[config.mk]
export PLATFORM = sky130hd
export DESIGN_NAME = add_seq
export DESIGN_NICKNAME = d
export VERILOG_FILES = /design/src/rtl/add_seq_pkg.sv /design/src/rtl/add_seq_digit.sv /design/src/rtl/add_seq.sv
export SDC_FILE = /design/constraint.sdc
export NUM_CORES = 1
export LEC_CHECK = 0
export BUFFER_PORTS_ARGS = -buffer_cell sky130_fd_sc_hd__buf_2
export CORE_ASPECT_RATIO = 0.7
export CORE_MARGIN = 1
export CORE_UTILIZATION = 45
export DETAILED_ROUTE_END_ITERATION = 16
export MAX_ROUTING_LAYER = met4
export PLACE_DENSITY_LB_ADDON = 0.3
export SLEW_MARGIN = 40
export SYNTH_ARGS = -nofsm -noshare
export SYNTH_HDL_FRONTEND = slang
export SYNTH_SLANG_ARGS = --single-unit
[constraint.sdc]
create_clock -name clk -period 4.2 [get_ports clk]
set_input_delay 0.63 -clock clk [delete_from_list [all_inputs] [get_ports clk]]
set_output_delay 0.63 -clock clk [all_outputs]
set_load 0.005 [all_outputs]
[src/rtl/add_seq_pkg.sv]
// Shared definitions for the digit-serial adder-subtractor: op encodings,
// FSM state type and the initial-carry rule.
`timescale 1ns/1ps
package add_seq_pkg;
   localparam logic [1:0] OP_ADD = 2'b00;
   localparam logic [1:0] OP_SUB = 2'b01;
   localparam logic [1:0] OP_ADC = 2'b10;
   localparam logic [1:0] OP_SBB = 2'b11;

   typedef enum logic [1:0] {
      S_IDLE = 2'd0,
      S_RUN  = 2'd1,
      S_DONE = 2'd2
   } state_t;

   // SUB folds its +1 into the carry; ADC/SBB take it from the caller.
   function automatic logic init_carry(input logic [1:0] op, input logic cin);
      case (op)
         OP_ADD:  return 1'b0;
         OP_SUB:  return 1'b1;
         default: return cin;
      endcase
   endfunction
endpackage

[src/rtl/add_seq_digit.sv]
// One-bit full adder and the DIGIT-wide ripple built from it; the carry into
// the top bit is exported so the caller can form signed overflow.
`timescale 1ns/1ps
module full_add (
   input  logic a,
   input  logic b,
   input  logic ci,
   output logic s,
   output logic co
);
   assign s  = a ^ b ^ ci;
   assign co = (a & b) | (ci & (a ^ b));
endmodule

module add_digit #(
   parameter int DIGIT = 4
) (
   output logic [DIGIT-1:0] sum,
   output logic             carry_out,
   output logic             carry_top,
   input  logic [DIGIT-1:0] a,
   input  logic [DIGIT-1:0] b,
   input  logic             carry_in
);
   logic [DIGIT:0] w_c;

   assign w_c[0] = carry_in;

   for (genvar i = 0; i < DIGIT; i++) begin : g_bit
      full_add u_fa (
         .a  (a[i]),
         .b  (b[i]),
         .ci (w_c[i]),
         .s  (sum[i]),
         .co (w_c[i+1])
      );
   end

   assign carry_out = w_c[DIGIT];
   assign carry_top = w_c[DIGIT-1];
endmodule

[src/rtl/add_seq.sv]
// Digit-serial add/sub with carry, overflow, zero and negative flags and
// optional signed saturation; one operation per in/out handshake pair.
`timescale 1ns/1ps
module add_seq
   import add_seq_pkg::*;
#(
   parameter int WIDTH = 16,
   parameter int DIGIT = 4,
   parameter bit SAT   = 1'b0
) (
   input  logic             clk,
   input  logic             rst_n,
   input  logic             in_valid,
   output logic             in_ready,
   input  logic [WIDTH-1:0] a,
   input  logic [WIDTH-1:0] b,
   input  logic [1:0]       op,
   input  logic             carry_in,
   input  logic             abort,
   output logic             out_valid,
   input  logic             out_ready,
   output logic [WIDTH-1:0] out,
   output logic             carry_out,
   output logic             overflow,
   output logic             zero,
   output logic             neg
);
   localparam int NDIG  = WIDTH / DIGIT;
   localparam int CNT_W = (NDIG > 1) ? $clog2(NDIG) : 1;

   state_t r_state, w_next;

   logic [WIDTH-1:0] r_a, r_b, r_res;
   logic             r_carry, r_zacc, r_amsb;
   logic [CNT_W-1:0] r_cnt;

   logic [WIDTH-1:0] r_out;
   logic             r_cout, r_ovf, r_zero, r_neg;

   logic [DIGIT-1:0]       w_sum;
   logic                   w_dcout, w_ctop, w_last, w_ovf, w_sat_hit, w_zero;
   logic [WIDTH+DIGIT-1:0] w_cat;
   logic [WIDTH-1:0]       w_res_next, w_final;

   function automatic logic [WIDTH-1:0] sat_value(input logic amsb);
      return amsb ? {1'b1, {(WIDTH-1){1'b0}}} : {1'b0, {(WIDTH-1){1'b1}}};
   endfunction

   add_digit #(.DIGIT(DIGIT)) u_digit (
      .sum       (w_sum),
      .carry_out (w_dcout),
      .carry_top (w_ctop),
      .a         (r_a[DIGIT-1:0]),
      .b         (r_b[DIGIT-1:0]),
      .carry_in  (r_carry)
   );

   // Sum digits enter from the top so the low digit ends at bit 0 after NDIG shifts.
   assign w_cat      = {w_sum, r_res};
   assign w_res_next = w_cat[WIDTH+DIGIT-1:DIGIT];
   assign w_last     = (r_cnt == CNT_W'(NDIG - 1));
   assign w_ovf      = w_dcout ^ w_ctop;
   assign w_sat_hit  = SAT && w_ovf;
   assign w_final    = w_sat_hit ? sat_value(r_amsb) : w_res_next;
   assign w_zero     = !w_sat_hit && !(r_zacc || (|w_sum));

   always_comb begin
      w_next = r_state;
      case (r_state)
         S_IDLE:  if (in_valid) w_next = S_RUN;
         S_RUN: begin
            if (abort)       w_next = S_IDLE;
            else if (w_last) w_next = S_DONE;
         end
         S_DONE:  if (out_ready) w_next = S_IDLE;
         default: w_next = S_IDLE;
      endcase
   end

   always_ff @(posedge clk or negedge rst_n) begin
      if (!rst_n) begin
         r_state <= S_IDLE;
         r_a     <= '0;
         r_b     <= '0;
         r_res   <= '0;
         r_carry <= 1'b0;
         r_zacc  <= 1'b0;
         r_amsb  <= 1'b0;
         r_cnt   <= '0;
         r_out   <= '0;
         r_cout  <= 1'b0;
         r_ovf   <= 1'b0;
         r_zero  <= 1'b0;
         r_neg   <= 1'b0;
      end else begin
         r_state <= w_next;
         case (r_state)
            S_IDLE: begin
               if (in_valid) begin
                  r_a     <= a;
                  r_b     <= b ^ {WIDTH{op[0]}};
                  r_carry <= init_carry(op, carry_in);
                  r_amsb  <= a[WIDTH-1];
                  r_cnt   <= '0;
                  r_zacc  <= 1'b0;
                  r_res   <= '0;
               end
            end
            S_RUN: begin
               r_a     <= r_a >> DIGIT;
               r_b     <= r_b >> DIGIT;
               r_res   <= w_res_next;
               r_carry <= w_dcout;
               r_zacc  <= r_zacc | (|w_sum);
               r_cnt   <= r_cnt + CNT_W'(1);
               // Abort wins over completion: results are only published on DONE entry.
               if (w_last && !abort) begin
                  r_out  <= w_final;
                  r_cout <= w_dcout;
                  r_ovf  <= w_ovf;
                  r_zero <= w_zero;
                  r_neg  <= w_final[WIDTH-1];
               end
            end
            default: ;
         endcase
      end
   end

   assign in_ready  = (r_state == S_IDLE);
   assign out_valid = (r_state == S_DONE);
   assign out       = r_out;
   assign carry_out = r_cout;
   assign overflow  = r_ovf;
   assign zero      = r_zero;
   assign neg       = r_neg;
endmodule
### Word-level counts from Yosys, hierarchy flattened

Cells that the tools add are included.

* bits in registers: 74
* input port bits: 40
* output and inout port bits: 22

* $add $sub $neg: 1
* eq/ne operators: 7
* multiplexer cells: 18
* bitwise operators: 23
* reduce and logical (&&, ||, !) cells: 11

Operators with widths (number)
* 16-bit one-hot mux with 2 select lines: 3
* 16-bit 2-to-1 mux: 3
* 16-bit bitwise XOR: 1
* 2-bit 2-to-1 mux: 5
* 1-bit bitwise XOR: 9
* 1-bit AND: 8
* 1-bit one-hot mux with 2 select lines: 3
* 2-bit one-hot mux with 3 select lines: 1
* 1-bit OR: 5
* 2-bit by 1-bit equality test with 1-bit output, second input constant: 2
* 2-bit equality test, second input constant: 2
* 2-bit logical NOT: 2
* 2-bit one-hot mux with 2 select lines: 1
* 2-bit AND reduction: 2
* 4-bit OR reduction: 1
* 3-bit inequality test, second input constant: 1
* 3-bit AND reduction: 1
* 2-bit by 1-bit adder with 2-bit output, second input constant: 1
* 1-bit logical NOT: 2
* 1-bit 2-to-1 mux: 2
* 2-bit by 1-bit inequality test with 1-bit output, second input constant: 1
* 2-bit inequality test, second input constant: 1
* 2-bit nonzero test: 1
* 1-bit logical AND: 1
* 1-bit logical OR: 1

### Logic depth before layout (Yosys ltp)

Gate-level depths: netlist of run 1.

* word-level depth: 11
* mapped depth: 10
* depth with buffers taken out: 10

### Modules after synthesis

From an unflattened synthesis of run 1, not the netlist that was laid out.

* cells, all modules: 257
* area total of the unflattened synthesis: 3086.7 um^2

Modules (own cells, without submodules)
* add_seq: times used 1, cells each 253, area an instance 3006.6 um^2, seq. area each 1726.7 um^2
* full_add: times used 4, cells each 1, area an instance 20.0 um^2, seq. area each 0.0 um^2

### Worst setup path after synthesis of run 1

Ideal clock, no wire load.

* path type: reg-to-reg
* from: register r_carry
* to: register r_zero, in the netlist zero
* arrival: 2.468 ns
* data required time: 4.075 ns
* path slack: 1.606 ns
* cell stages (with the launch flop): 11
* period minus slack after synthesis: 2.594 ns
* cell sequence: dfrtp_1 -> inv_1 -> fa_1 -> fa_1 -> inv_1 -> fa_1 -> inv_1 -> fa_1 -> nand4b_1 -> nor2_1 -> mux2_4

* word-level cells in the longest chain between the ends: 10
* elaborated cells between the ends (all ways): 13

Ends and longest elaborated chain
* from (decl): RTL line add_seq.sv:34 `logic r_carry, r_zacc, r_amsb;`
* from (signal assigned): RTL line add_seq.sv:102 `r_carry <= init_carry(op, carry_in);`
* from (signal assigned): RTL line add_seq.sv:113 `r_carry <= w_dcout;`
* 1-bit AND: RTL line add_seq_digit.sv:12 `assign co = (a & b) | (ci & (a ^ b));`
* 1-bit OR: RTL line add_seq_digit.sv:12
* 1-bit AND: RTL line add_seq_digit.sv:12
* 1-bit OR: RTL line add_seq_digit.sv:12
* 1-bit AND: RTL line add_seq_digit.sv:12
* 1-bit OR: RTL line add_seq_digit.sv:12
* 1-bit bitwise XOR: RTL line add_seq_digit.sv:11 `assign s = a ^ b ^ ci;`
* 4-bit OR reduction (*): RTL line add_seq.sv:65 `assign w_zero = !w_sat_hit && !(r_zacc || (|w_sum));`
* 1-bit logical OR (*): RTL line add_seq.sv:65
* 1-bit logical NOT (*): RTL line add_seq.sv:65
* to (signal assigned): RTL line add_seq.sv:121 `r_zero <= w_zero;`
* to (decl): RTL line add_seq.sv:38 `logic r_cout, r_ovf, r_zero, r_neg;`

Mark *: on every way between the ends. The rest lies on a longest branch, timed or not.
A chain may end at the register's enable or synchronous reset.

### Worst setup path after layout of run 1

Ends and elaborated chain as after synthesis.

==> impl_metrics.yaml, run 1 <==
status:
  status: "completed"
grt:
  grt_pass1_wl_um: 10600
  grt-busiest-layer: "met1"
  grt_max_degree: 43
  track_usage_pct: 20.2
  met2_usage_pct: 26.8
  grt_use_met3_pct: 5.66
  grt_pass1_vias: 2136
  grt_overflow: 0
  met1_usage_pct: 29.6
  antenna_found_initial: 0
clock_network:
  h-tree-depth: 3
  cts_tree: "done"
  path_clk_slew_ns: 0.08
  postCtsSetupRepairBufs: 0
  cts.repair.resized: 0
  root_buffer: "clkbuf_8"
  insertion_delay_ns: 0.34
  cts_buffers: 9
  clock_sinks: 69
  ctsHoldBuffers: 0
  cts_buffer_depth: 2
finish:
  drive_gt1_share_pct: 31.9
  fill_cells: 638
  syn2layout_area_growth_pct: 16.9
  multi_input_area_um2: 1260
  seqCellArea_um2: 1730
  fin_util_pct: 54.5
  nets: 372
  num_antenna_cells: 0
sta:
  setup-violations-final: 0
  finalSetupTns_ns: 0
  worst_pin_slew_ns: 0.762
  hold_violations: 0
  post-route-period-util_pct: 64.9
  fin_crit_ns: 2.72
  rsz0062_at_grt: "no"
  whs_ns: 0.252
  drv_slew: 0
  skew_ns: 0.0104
  max_freq_mhz: 367
  max_slew_margin_pct: 49.1
worst_setup_path:
  cp_max_fo: 3
  required_ns: 4.43
  cp-end-kind: "flop"
  crit_start: "r_carry"
  reg2reg_slack_ns: 1.48
  r2r_end: "zero"
  path_class: "reg -> reg"
  endpoint: "zero"
  crit_arrival_ns: 2.96
  r2r_start: "r_carry"
  cp-start-kind: "flop"
  reg2reg_depth: 10
synth:
  synthTopCellsByCount: "dfrtp_1, nand2_1, o21ai_0, a22oi_1, a22o_1"
  yosysSeqAreaShare_pct: 55.1
  ys_ff_latch: 69
  synth.most_common_cell: "dfrtp_1"
  yosysUniqueCellTypes: 31
  syn_inst: 269
  syn_avg_cell_area_um2: 11.6
  synth_top_cell_area_share_pct: 55.1
  synth_nets: 314
  async_flop_share_pct: 100
  yosysTopAreaCell: "dfrtp_1"
  synth_area_um2: 3130
  synth_top_flop_cell: "dfrtp_1"
  ys_warn_count: 0
  synth_edf_count: 0
  synthTopCellsByArea: "dfrtp_1, a22oi_1, nand2_1"
floorplanning:
  die-area_um2: 7310
  io_pins: 62
  fp-row-count: 25
  start_util_pct: 46.6
  die_w_um: 102
  fp.coreArea_um2: 6730
  die_h_um: 71.8
drt:
  ant_nets: 0
  vias_per_cell: 5.19
  dr.pass1.iters: 4
  wl_per_cell_um: 15.3
  drt-total-wl_um: 6520
  drc: 0
  vias: 2213
  drt-initial-drc-count: 130
power_and_ir_drop:
  p_per_area_nw_per_um2: 638
  vdd_drop_max_uv: 199
  leakagePower_nw: 1.78
hold_path:
  hp-class: "in -> async"
placement:
  gp_congestion: 0.743
  portBuffers: 61
  dp_hpwl_um: 4450
run:
  max_cap_violations: 0
[worst min path at each step]
| stage | from | to | slack, ns | depth (start not counted) |
|---|---|---|---|---|
| 2_1_floorplan | rst_n | carry_out | 0.33 | 0 |
| 3_3_place_gp | out[12] | out[12] | 0.46 | 2 |
| 3_5_place_dp | out[12] | out[12] | 0.47 | 2 |
| 4_1_cts | rst_n | out[8] | 0.27 | 1 |
| 5_1_grt | rst_n | out[8] | 0.28 | 1 |
| 6_report | rst_n | out[8] | 0.25 | 1 |
[flip-flops by register name (all words and copies together), names as in the netlist]
name       cells
overflow       1
r_zacc         1
out           16
r_a           16
zero           1
r_carry        1
carry_out      1
r_state        2
r_b           16
r_cnt          2
r_res         12
[cell usage in the layout (no fill, tap or decap), types with 3 or more instances in the layout]
cell       n
dfrtp_1   69
buf_2     60
nand2_1   41
o21ai_0   23
a22oi_1   21
a22o_1    14
mux2_2    12
inv_1     11
xnor2_1   11
clkbuf_8   9
buf_4      7
xor2_1     6
o221ai_2   6
nor2_1     5
nor2b_1    4
o21ai_1    4
fa_1       4
mux2_4     3
clkinv_2   3
[power by group]
group	switching, mW	total [mW]	internal, mW	leakage (nW)
Clock	0.250	0.463	0.213	0.0860
Sequential	0.157	1.07	0.917	0.900
Combinational	0.432	0.799	0.367	0.796
Total	0.839	2.34	1.50	1.78
[layer usage]
| layer | part of all wire, % | vias up |
|---|---|---|
| met3 | 4.6 | 5 |
| met2 | 42 | 53 |
| li1 | - | 1066 |
| met1 | 53 | 1089 |
| met5 | 0 | - |
| met4 | 0.60 | 0 |
[final cells by class]
cell class                      instances  share of cell area, %
Inverter                               11                   1.13
Timing Repair Buffer                   67                   9.63
Tap cell                               94                   3.21
Clock buffer                           10                   3.48
Sequential cell                        69                   47.1
Clock inverter                          6                   1.09
Multi-Input combinational cell        169                   34.3
[metrics by stage]
stage / instance area [µm²] / power [mW] / setup slack, ns / instances
2_1_floorplan: 3130 / 1.61 / 1.61 / 269
3_3_place_gp: 3480 / 1.85 / 1.53 / 410
3_5_place_dp: 3490 / 1.89 / 1.46 / 410
4_1_cts: 3660 / 2.35 / 1.47 / 426
5_1_grt: 3660 / 2.50 / 1.31 / 426
6_report: 3660 / 2.34 / 1.48 / 426
[worst max-delay path, stage by stage (launching register included)]
cell and delay (ns):
dfrtp_1 0.38, inv_1 0.07, fa_1 0.45, fa_1 0.43
inv_1 0.09, fa_1 0.20, inv_1 0.07, fa_1 0.51
nand4b_1 0.11, nor2_1 0.05, mux2_4 0.26
[cells by family (layout without fill, tap and decap cells)]
group / after synthesis / after routing / share of synthesized area (%)
buffers and inverters: 31 / 94 / 5.15
adder cells (fa/ha/maj): 5 / 5 / 2.96
flip-flops: 69 / 69 / 55.1
XOR/XNOR: 17 / 17 / 4.75
multiplexers: 15 / 15 / 5.75
AO/OA/AOI/OAI: 76 / 76 / 18.2
AND/OR/NAND/NOR: 56 / 56 / 8.11
No activity file was read; power rests on OpenSTA's default activity.
==> run 2: changes to the inputs <==
Clock period 4.2 ns to 2.7 ns, I/O delays scaled along.
==> run 2 against run 1 <==
Register-to-register slack worse by 1.4 ns. Cell area is 3.0% higher. Worst setup slack got worse by 1.4 ns. Combinational power is 59% higher. Utilization grew 1.7 points. Via count rose by 2.8%. Global-route usage increased by 1.8 points. Critical path type unchanged. Highest routed layer unchanged.
==> impl_metrics.yaml, run 2 (synthesized netlist as in run 1, its figures left out) <==
worst_setup_path:
  required_ns: 2.94
  cp-end-kind: "flop"
  crit_arrival_ns: 2.83
  cp_max_fo: 3
  path_class: "reg -> reg"
  cp-start-kind: "flop"
finish:
  syn2layout_area_growth_pct: 20.4
  multi_input_area_um2: 1260
  nets: 377
  num_antenna_cells: 0
  most-common-layout-cells: "dfrtp_1, buf_2, nand2_1"
  fin_util_pct: 56.1
  final_cells: 431
  seqCellArea_um2: 1730
  final_common_cell: "dfrtp_1"
  drive_gt1_share_pct: 34.7
  fill_cells: 606
grt:
  track_usage_pct: 22.0
  grt_pass1_wl_um: 11400
  grt_max_degree: 70
  grt_pass1_vias: 2221
  antenna_found_initial: 0
  grt_overflow: 0
sta:
  rsz0062_at_grt: "no"
  hold_violations: 0
  fin_crit_ns: 2.59
  worst_pin_slew_ns: 0.585
  setup-violations-final: 0
  post-route-period-util_pct: 95.8
  drv_slew: 0
  layout_setup_ws_ns: 0.114
  max_slew_margin_pct: 61.0
  skew_ns: 0.00715
  max_freq_mhz: 387
drt:
  vias: 2275
  routed-wl-met2_um: 2920
  drt-met1-wl_um: 3630
  dr_wl_met3_um: 280
  drt-total-wl_um: 6930
  drc: 0
  highest_layer: "met4"
  drt-initial-drc-count: 102
  ant_nets: 0
  wl_per_cell_um: 16.1
  dr.pass1.iters: 4
  vias_per_cell: 5.28
placement:
  placedCellCount: 413
  portBuffers: 61
  gp_congestion: 0.755
  dp_hpwl_um: 4500
  dp_slack_ns: -0.0870
floorplanning:
  fp.coreArea_um2: 6730
  die-area_um2: 7310
  start_util_pct: 46.6
  fp-row-count: 25
  io_pins: 62
  die_h_um: 71.8
  die_w_um: 102
clock_network:
  cts_buffers: 9
  cts_buffer_depth: 2
  insertion_delay_ns: 0.35
  clock_sinks: 69
  root_buffer: "clkbuf_8"
  path_clk_slew_ns: 0.08
  cts_tree: "done"
  ctsHoldBuffers: 0
  h-tree-depth: 3
hold_path:
  hp-class: "in -> async"
status:
  status: "completed"
power_and_ir_drop:
  p_per_area_nw_per_um2: 1050
  vdd_drop_max_uv: 404
  leakagePower_nw: 1.83
run:
  max_cap_violations: 0
run 2: cell type report:
type	count	area share (%)
clock buffer	10	3.65
clock inverter	6	2.29
inverter	11	1.09
multi-input combinational	169	33.5
sequential	69	45.8
tap	94	3.12
timing repair buffer	72	10.6
run 2: power by group:
part	switching [mW]	internal, mW
clock network	0.410	0.543
logic	0.653	0.620
registers	0.291	1.43
total	1.35	2.59
run 2: path summary, 6_finish.rpt:
kind / startpoint / endpoint / slack (ns) / cells after the start
max: r_carry / zero / 0.11 / 10
min in group clk: out_ready / r_state[1] / 0.24 / 2
min: rst_n / r_res[12] / 0.07 / 2
min reg2reg: out[12] / out[12] / 0.48 / 2
max in group asynchronous: rst_n / r_state[0] / 2.32 / 2
max reg2reg: r_carry / zero / 0.11 / 10
run 2: routing by layer:
metal  GRT usage, %  vias up
li1               -     1065
met1           32.5     1141
met2           29.1       59
met3           5.56       10
met4           7.73        0
met5              -        -
run 2: repair_timing:
action / in CTS / in global routing
resized for setup: 1 / 3
cloned: 0 / 0
pin swaps: 0 / 2
setup endpoints to repair: 2 / 2
setup buffers: 1 / 1
run 2: through the flow:
| stage | power [mW] | instance area (µm²) | TNS [ns] | hold slack [ns] |
|---|---|---|---|---|
| after floorplan | 2.50 | 3130 | 0 | 0.109 |
| after global placement | 2.90 | 3520 | 0 | 0.456 |
| after detailed placement | 2.96 | 3520 | -0.154 | 0.457 |
| after CTS | 3.93 | 3750 | 0 | 0.0824 |
| after global routing | 4.20 | 3770 | 0 | 0.108 |
| final | 3.94 | 3770 | 0 | 0.0714 |
run 2: critical path, stage by stage, from the launching register on:
cell	delay, ns
dfrtp_1	0.36
inv_1	0.07
fa_2	0.40
fa_2	0.40
inv_2	0.07
fa_1	0.19
inv_1	0.06
fa_1	0.47
nand4b_1	0.14
nor2_2	0.05
mux2_4	0.26
